File: config.mk
export PLATFORM = sky130hd
export DESIGN_NAME = pipe_stage_chain
export DESIGN_NICKNAME = d
export VERILOG_FILES = /design/src/rtl/pipe_pkg.sv /design/src/rtl/pipe_stage.sv /design/src/rtl/pipe_stage_chain.sv
export SDC_FILE = /design/constraint.sdc
export NUM_CORES = 1
export LEC_CHECK = 0
export CORE_ASPECT_RATIO = 0.7
export CORE_MARGIN = 2
export CORE_UTILIZATION = 49
export DETAILED_ROUTE_END_ITERATION = 8
export PLACE_DENSITY = 0.79
export SLEW_MARGIN = 15
export SYNTH_ARGS = -nofsm -noshare
export SYNTH_HDL_FRONTEND = slang
export SYNTH_SLANG_ARGS = --single-unit
File: constraint.sdc
create_clock -name clk -period 4 [get_ports clk]
set_input_delay 1.2 -clock clk [delete_from_list [all_inputs] [get_ports clk]]
set_output_delay 1.2 -clock clk [all_outputs]
set_load 0.01 [all_outputs]
File: src/rtl/pipe_pkg.sv
// Shared widths, slot payload type and helpers for the pipeline-register chain.
package pipe_pkg;

    localparam int unsigned STAGES_MAX = 4;
    localparam int unsigned DATA_W_DEF = 32;
    localparam int unsigned CTRL_W_DEF = 8;
    localparam int unsigned CNT_W_DEF  = 16;
    localparam int unsigned OCC_W      = 3;

    typedef struct packed {
        logic                  valid;
        logic [CTRL_W_DEF-1:0] ctrl;
        logic [DATA_W_DEF-1:0] data;
    } slot_t;

    // Number of set bits across the deepest chain plus its skid entry.
    function automatic logic [OCC_W-1:0] count_valid(input logic [STAGES_MAX:0] v);
        logic [OCC_W-1:0] n;
        n = '0;
        for (int i = 0; i <= int'(STAGES_MAX); i++) begin
            n = n + OCC_W'(v[i]);
        end
        return n;
    endfunction

endpackage

File: src/rtl/pipe_stage.sv
// One pipeline slot: loads a beat (or a bubble), is killed by flush, otherwise holds.
module pipe_stage
    import pipe_pkg::*;
#(
    parameter int unsigned DATA_W = DATA_W_DEF,
    parameter int unsigned CTRL_W = CTRL_W_DEF
) (
    input  logic              clk,
    input  logic              reset,
    input  logic              load,
    input  logic              flush,
    input  logic              d_valid,
    input  logic [CTRL_W-1:0] d_ctrl,
    input  logic [DATA_W-1:0] d_data,
    output logic              q_valid,
    output logic [CTRL_W-1:0] q_ctrl,
    output logic [DATA_W-1:0] q_data
);

    // Ctrl is forced to zero whenever the slot ends up empty; data may stay stale.
    always_ff @(posedge clk) begin
        if (reset) begin
            q_valid <= 1'b0;
            q_ctrl  <= '0;
            q_data  <= '0;
        end else if (flush) begin
            q_valid <= 1'b0;
            q_ctrl  <= '0;
        end else if (load) begin
            q_valid <= d_valid;
            q_ctrl  <= d_valid ? d_ctrl : '0;
            q_data  <= d_data;
        end
    end

endmodule

File: src/rtl/pipe_stage_chain.sv
// Parametrised valid/ready pipeline-register chain with stall, per-stage flush,
// a one-entry input skid buffer and saturating stall/flush statistics.
module pipe_stage_chain
    import pipe_pkg::*;
#(
    parameter int unsigned DATA_W = DATA_W_DEF,
    parameter int unsigned CTRL_W = CTRL_W_DEF,
    parameter int unsigned STAGES = 1,
    parameter int unsigned CNT_W  = CNT_W_DEF
) (
    input  logic              clk,
    input  logic              reset,
    input  logic              in_valid,
    output logic              in_ready,
    input  logic [DATA_W-1:0] in_data,
    input  logic [CTRL_W-1:0] in_ctrl,
    input  logic              stall,
    input  logic [STAGES-1:0] flush,
    output logic              out_valid,
    input  logic              out_ready,
    output logic [DATA_W-1:0] out_data,
    output logic [CTRL_W-1:0] out_ctrl,
    output logic [OCC_W-1:0]  occupancy,
    output logic [CNT_W-1:0]  stall_cnt,
    output logic [CNT_W-1:0]  flush_cnt
);

    localparam logic [STAGES-1:0] ONES = '1;

    logic [STAGES-1:0] st_valid;
    logic [CTRL_W-1:0] st_ctrl [STAGES];
    logic [DATA_W-1:0] st_data [STAGES];

    logic [STAGES-1:0] move;
    logic [STAGES-1:0] src_valid;
    logic [CTRL_W-1:0] src_ctrl [STAGES];
    logic [DATA_W-1:0] src_data [STAGES];

    logic              skid_valid;
    logic [CTRL_W-1:0] skid_ctrl;
    logic [DATA_W-1:0] skid_data;
    logic              skid_valid_nxt;
    logic              skid_fill;
    logic              accept;

    logic [STAGES_MAX:0] occ_vec;
    logic [STAGES_MAX:0] kill_vec;
    logic [CNT_W:0]      flush_sum;

    assign accept = in_valid & in_ready;

    // A stage takes new contents when some slot at or beyond it is free, or the
    // consumer drains the last stage; this collapses the ready chain to one term.
    always_comb begin
        move = '0;
        for (int k = 0; k < int'(STAGES); k++) begin
            move[k] = ~stall & (out_ready | ~(&(st_valid | ~(ONES << k))));
        end
    end

    // Stage 0 is fed from the skid first, otherwise from the producer.
    always_comb begin
        src_valid    = '0;
        src_valid[0] = skid_valid | accept;
        src_ctrl[0]  = skid_valid ? skid_ctrl : in_ctrl;
        src_data[0]  = skid_valid ? skid_data : in_data;
        for (int k = 1; k < int'(STAGES); k++) begin
            src_valid[k] = st_valid[k-1];
            src_ctrl[k]  = st_ctrl[k-1];
            src_data[k]  = st_data[k-1];
        end
    end

    for (genvar k = 0; k < STAGES; k++) begin : g_stage
        pipe_stage #(
            .DATA_W (DATA_W),
            .CTRL_W (CTRL_W)
        ) u_stage (
            .clk     (clk),
            .reset   (reset),
            .load    (move[k]),
            .flush   (flush[k]),
            .d_valid (src_valid[k]),
            .d_ctrl  (src_ctrl[k]),
            .d_data  (src_data[k]),
            .q_valid (st_valid[k]),
            .q_ctrl  (st_ctrl[k]),
            .q_data  (st_data[k])
        );
    end

    // An accepted beat parks in the skid whenever stage 0 cannot take it.
    assign skid_fill      = accept & ~move[0];
    assign skid_valid_nxt = ~flush[0] & (skid_fill | (skid_valid & ~move[0]));

    // Next-state occupancy and the beats a flush destroys; an input beat killed
    // on the edge it is accepted never occupied a slot and is not counted.
    always_comb begin
        occ_vec  = '0;
        kill_vec = '0;
        for (int k = 0; k < int'(STAGES); k++) begin
            occ_vec[k]  = ~flush[k] & (move[k] ? src_valid[k] : st_valid[k]);
            kill_vec[k] = flush[k] & (move[k] ? ((k != 0) & src_valid[k]) : st_valid[k]);
        end
        occ_vec[STAGES]  = skid_valid_nxt;
        kill_vec[STAGES] = skid_valid & flush[0];
    end

    assign flush_sum = {1'b0, flush_cnt} + (CNT_W+1)'(count_valid(kill_vec));

    always_ff @(posedge clk) begin
        if (reset) begin
            skid_valid <= 1'b0;
            skid_ctrl  <= '0;
            skid_data  <= '0;
            in_ready   <= 1'b1;
            occupancy  <= '0;
            stall_cnt  <= '0;
            flush_cnt  <= '0;
        end else begin
            skid_valid <= skid_valid_nxt;
            if (skid_fill) begin
                skid_ctrl <= in_ctrl;
                skid_data <= in_data;
            end
            in_ready  <= ~skid_valid_nxt;
            occupancy <= count_valid(occ_vec);
            if (stall && (stall_cnt != '1)) begin
                stall_cnt <= stall_cnt + CNT_W'(1);
            end
            flush_cnt <= flush_sum[CNT_W] ? '1 : flush_sum[CNT_W-1:0];
        end
    end

    assign out_valid = st_valid[STAGES-1];
    assign out_ctrl  = st_ctrl[STAGES-1];
    assign out_data  = st_data[STAGES-1];

endmodule

## Word level (Yosys, flattened, before mapping)

Cells that the tools add are included.

| storage, ports and cells | value |
|---|---|
| bits of input ports | 46 |
| word-level logic and storage cells | 40 |
| flip-flop bits (word level) | 118 |
| output and inout bits | 77 |

| operators by class | value |
|---|---|
| add/subtract/negate cells | 4 |
| reductions and logical operators | 3 |
| equal/unequal tests | 1 |
| muxes and demuxes | 6 |
| bitwise gates (word level) | 16 |

Operators by type and width:

| kind | count |
|---|---|
| $mux 32 | 1 |
| $add 16x2->17 | 1 |
| $add 16x1->16 const B | 1 |
| $mux 16 | 1 |
| $mux 8 | 2 |
| $ne 16x16->1 const B | 1 |
| $and 1x1->1 | 8 |
| $not 1->1 | 5 |
| $add 1x1->2 | 2 |
| $or 1x1->1 | 3 |
| $mux 1 | 2 |
| $reduce_and 2->1 | 1 |
| $reduce_or 2->1 | 1 |
| $logic_and 1x1->1 | 1 |

## Longest topological paths before layout

| logic depth | value |
|---|---|
| word-level depth | 8 |
| mapped depth | 12 |
| mapped depth without buffers | 9 |

## Modules after synthesis

Synthesis repeated with hierarchy kept, for this count alone.

| unflattened totals | value |
|---|---|
| cell total of the unflattened synthesis | 588 |
| area, all modules | 5024.8 µm² |

By module, submodules not included:

| module | cells each | times used | area each (µm²) |
|---|---|---|---|
| pipe_stage_chain | 415 | 1 | 3550.9 |
| pipe_stage | 173 | 1 | 1473.9 |

## Worst setup path after synthesis

No wires, ideal clock.

| path | value |
|---|---|
| path kind | input to register |
| from | input stall |
| to | register flush_cnt[10] |
| path slack | 0.402 ns |
| data required time | 3.867 ns |
| cell stages on the path | 11 |
| buffers on the path | 3 |
| library setup time | 0.133 ns |
| data arrival time | 3.465 ns |
| cells stage by stage | buf_2 > or2_2 > clkbuf_1 > and3_1 > fa_1 > ha_1 > nand4_1 > nor2_1 > nand3_1 > clkbuf_1 > a21oi_1 |

| on the way | value |
|---|---|
| word-level cells in the longest chain between the ends | 7 |

RTL lines:

| what | RTL line | RTL |
|---|---|---|
| start, declared | pipe_stage_chain.sv:17 | `input logic stall,` |
| $not 1->1 | pipe_stage_chain.sv:57 | `move[k] = ~stall & (out_ready \| ~(&(st_valid \| ~(ONES << k))));` |
| $and 1x1->1 | pipe_stage_chain.sv:57 |  |
| $mux 1 | pipe_stage_chain.sv:103 | `kill_vec[k] = flush[k] & (move[k] ? ((k != 0) & src_valid[k]) : st_valid[k]);` |
| $and 1x1->1 | pipe_stage_chain.sv:103 |  |
| $add 1x1->2 | pipe_pkg.sv:21 | `n = n + OCC_W'(v[i]);` |
| $add 16x2->17 | pipe_stage_chain.sv:109 | `assign flush_sum = {1'b0, flush_cnt} + (CNT_W+1)'(count_valid(kill_vec));` |
| $mux 16 | pipe_stage_chain.sv:131 | `flush_cnt <= flush_sum[CNT_W] ? '1 : flush_sum[CNT_W-1:0];` |
| end signal, assigned | pipe_stage_chain.sv:131 |  |
| end, declared | pipe_stage_chain.sv:25 | `output logic [CNT_W-1:0] flush_cnt` |

Every way passes these cells.
A chain may end at the register's enable or synchronous reset.

## Worst setup path in the final report

| path | value |
|---|---|
| from | input out_ready |
| to | register flush_cnt[1] |

| on the way | value |
|---|---|
| word-level cells in the longest chain between the ends | 7 |

RTL lines:

| what | RTL line | RTL |
|---|---|---|
| start, declared | pipe_stage_chain.sv:20 | `input logic out_ready,` |
| $or 1x1->1 | pipe_stage_chain.sv:57 |  |
| $and 1x1->1 | pipe_stage_chain.sv:57 |  |
| $mux 1 | pipe_stage_chain.sv:103 |  |
| $and 1x1->1 | pipe_stage_chain.sv:103 |  |
| $add 1x1->2 | pipe_pkg.sv:21 |  |
| $add 16x2->17 | pipe_stage_chain.sv:109 |  |
| $mux 16 | pipe_stage_chain.sv:131 |  |

Every way passes these cells.

==> flow_metrics.py <==
metrics = {
    "power_and_ir_drop": {
        "ir_drop_mv": 0.295,
        "fin_total_pwr_mw": 3.12,
        "p_per_area_nw_per_um2": 457,
        "p_leak_nw": 2.38,
    },
    "synthesis": {
        "synth-main-ff-cell": "dfxtp_1",
        "synth_cell_types": 50,
        "synth_edf_count": 0,
        "netlist_instances": 563,
        "synth_nets": 613,
        "ys_ff_latch": 117,
        "ys_warn_count": 0,
        "yosysTopAreaCellShare_pct": 47.4,
        "synth_top_area_cell": "dfxtp_1",
        "syn_area_sq_um": 4940,
        "yosysSeqAreaShare_pct": 47.4,
        "async_reset_ff_share_pct": 0,
        "synth.area.top_cells": "dfxtp_1, a21oi_1, mux2i_1",
        "syn_area_per_cell_sq_um": 8.78,
    },
    "routing": {
        "finalWirelength_microns": 12900,
        "drtAntennaViolNets": 0,
        "drt_first_iter_violations": 396,
        "via_per_inst": 5.58,
        "dr.pass1.iters": 5,
        "wire_per_inst_microns": 15.9,
        "drc": 0,
        "num_vias": 4517,
    },
    "clocking": {
        "cts_setup_buffers": 0,
        "htreeDepth": 4,
        "clk_latency_ns": 0.41,
        "cts_root_buf": "clkbuf_16",
        "cts_made_buffers": 17,
        "tritoncts": "done",
        "cts_buffer_depth": 2,
        "clk_pin_slew_ns": 0.05,
        "hold_buffers": 0,
        "cts_resized": 0,
        "clkSinkCount": 117,
    },
    "setup_path": {
        "endpoint_kind": "flip-flop",
        "crit_arrival_ns": 3.78,
        "max_stage_delay_ns": 0.46,
        "critPathRequiredTime_ns": 4.23,
        "crit_chain": "clkdlybuf4s50_1 -> nor2b_1 -> or2_2 -> and3_1 -> fa_1 -> ha_1 -> nand4_1 -> nor2_1 -> nand3_1 -> a21oi_1",
        "crit_path_start_kind": "input pin",
        "cp_top_family": "simple AND/OR/NAND/NOR gates",
        "crit_fanout": 13,
        "worst-path-buf-inv": 1,
        "r2r_slack_ns": 1.24,
        "critical_path_class": "in2reg",
        "cp_slowest_cell": "clkdlybuf4s50_1",
    },
    "global_routing": {
        "gr-total-overflow": 0,
        "antenna_found_initial": 0,
        "grt_pass1_wl_microns": 20000,
        "first_global_vias": 4163,
        "grt_max_degree": 111,
        "track_usage_pct": 23.6,
    },
    "final_layout": {
        "layout_common_cells": "clkdlybuf4s50_1, dfxtp_1, nand2_1",
        "final_common_cell": "clkdlybuf4s50_1",
        "multi_input_area_sq_um": 2400,
        "nFillCells": 740,
        "diodes": 0,
        "ff_latch_area_sq_um": 2340,
        "drive_gt1_share_pct": 8.80,
        "finalNetCount": 719,
        "area_growth_syn_to_layout_pct": 37.9,
    },
    "place": {
        "gp_congestion": 0.837,
        "placement.io_buffers": 121,
        "place_ws_ns": 0.0893,
        "hpwl_microns": 8210,
    },
    "timing": {
        "rsz0062_at_grt": "no",
        "setup_viol": 0,
        "finalSetupTns_ns": 0,
        "drv_slew": 0,
        "fin_crit_ns": 3.55,
        "tightest_slew_ns": 1.15,
        "clock_skew_ns": 0.00928,
        "max_freq_mhz": 282,
        "period_share_pct": 88.7,
        "max_slew_margin_pct": 23.1,
        "worst_slack_ns": 0.454,
        "hold_violations": 0,
    },
    "outcome": {
        "status": "completed",
    },
    "floorplanning": {
        "core_area_sq_um": 9760,
        "die-height_microns": 88.0,
        "io_pins": 123,
        "start_util_pct": 50.7,
        "rows": 30,
        "die_x_microns": 124,
        "dieArea_sq_um": 10900,
    },
    "run": {
        "max_cap_viol_count": 0,
    },
    "min_path": {
        "hold_path_class": "reg2reg",
    },
}
-- worst register-to-register path: cells and delay by family, from the launching register on --
family | cells | cell delay [ns]
fa+ha+maj | 2 | 0.69
simple gates | 6 | 1.40
compound gates | 1 | 0.15
flops | 1 | 0.36
-- per-stage QoR --
stage	instances	hold WS [ns]	cell area, sq um	util (%)
2_1_floorplan	563	0.433	4940	-
3_3_place_gp	778	0.438	6190	63.4
3_5_place_dp	778	0.447	6190	63.4
4_1_cts	810	0.458	6820	69.9
5_1_grt	810	0.470	6820	69.9
6_report	810	0.453	6820	69.9
-- synth_stat cells (all sizes together), types with 6 or more instances --
library cell and count:
dfxtp 117, nand2 88, a21oi 66, nor2 55
a211oi 34, mux2i 33, clkbuf 25, buf 16
nor3 12, nand3 11, mux2 10, nand4 10
a22oi 8, nor2b 8, inv 7, nor4 6
xnor2 6
-- cell type report --
type / instances / share of cell area (%)
inverters: 7 / 0.385
flip-flops and latches: 117 / 34.4
clock inverters: 8 / 1.74
repair buffers: 128 / 18.5
multi-input cells: 398 / 35.1
clock buffers: 24 / 7.51
well taps: 128 / 2.35
-- metal layers --
metal / vias to the layer above / track usage, % / routed length [microns]
li1: 2204 / - / -
met1: 2153 / 31.9 / 6170
met2: 146 / 36.0 / 5860
met3: 14 / 6.77 / 749
met4: 0 / 8.78 / 136
met5: - / 0 / 0
-- sequential cells by signal, summed over array words and instances, names as in the netlist --
register / count
flush_cnt: 16
g_stage.u_stage.q_ctrl: 8
g_stage.u_stage.q_data: 32
g_stage.u_stage.q_valid: 1
in_ready: 1
occupancy: 2
skid_ctrl: 8
skid_data: 32
skid_valid: 1
stall_cnt: 16
-- path summary, 6_finish.rpt --
kind	from	endpoint	cells after the start
worst max register to register	g_stage[0].u_stage.q_valid	flush_cnt[1]	9
worst max-delay path	out_ready	flush_cnt[1]	10
worst min-delay path	skid_ctrl[7]	skid_ctrl[7]	2
worst min register to register	skid_ctrl[7]	skid_ctrl[7]	2
-- logic make-up after synthesis --
group | after synthesis | share of synthesized area [%]
AO/OA/AOI/OAI | 127 | 15.9
other | 1 | 0.0758
XOR/XNOR | 9 | 1.59
AND/OR/NAND/NOR | 214 | 20.8
adder cells (fa/ha/maj) | 4 | 1.16
buffers and inverters | 48 | 4.18
multiplexers | 43 | 8.96
flip-flops | 117 | 47.4
-- power by group --
part           internal (mW)  switching [mW]
clock network           1.08           0.521
logic                  0.138           0.138
registers               1.21          0.0272
No activity file was read; power rests on OpenSTA's default activity.
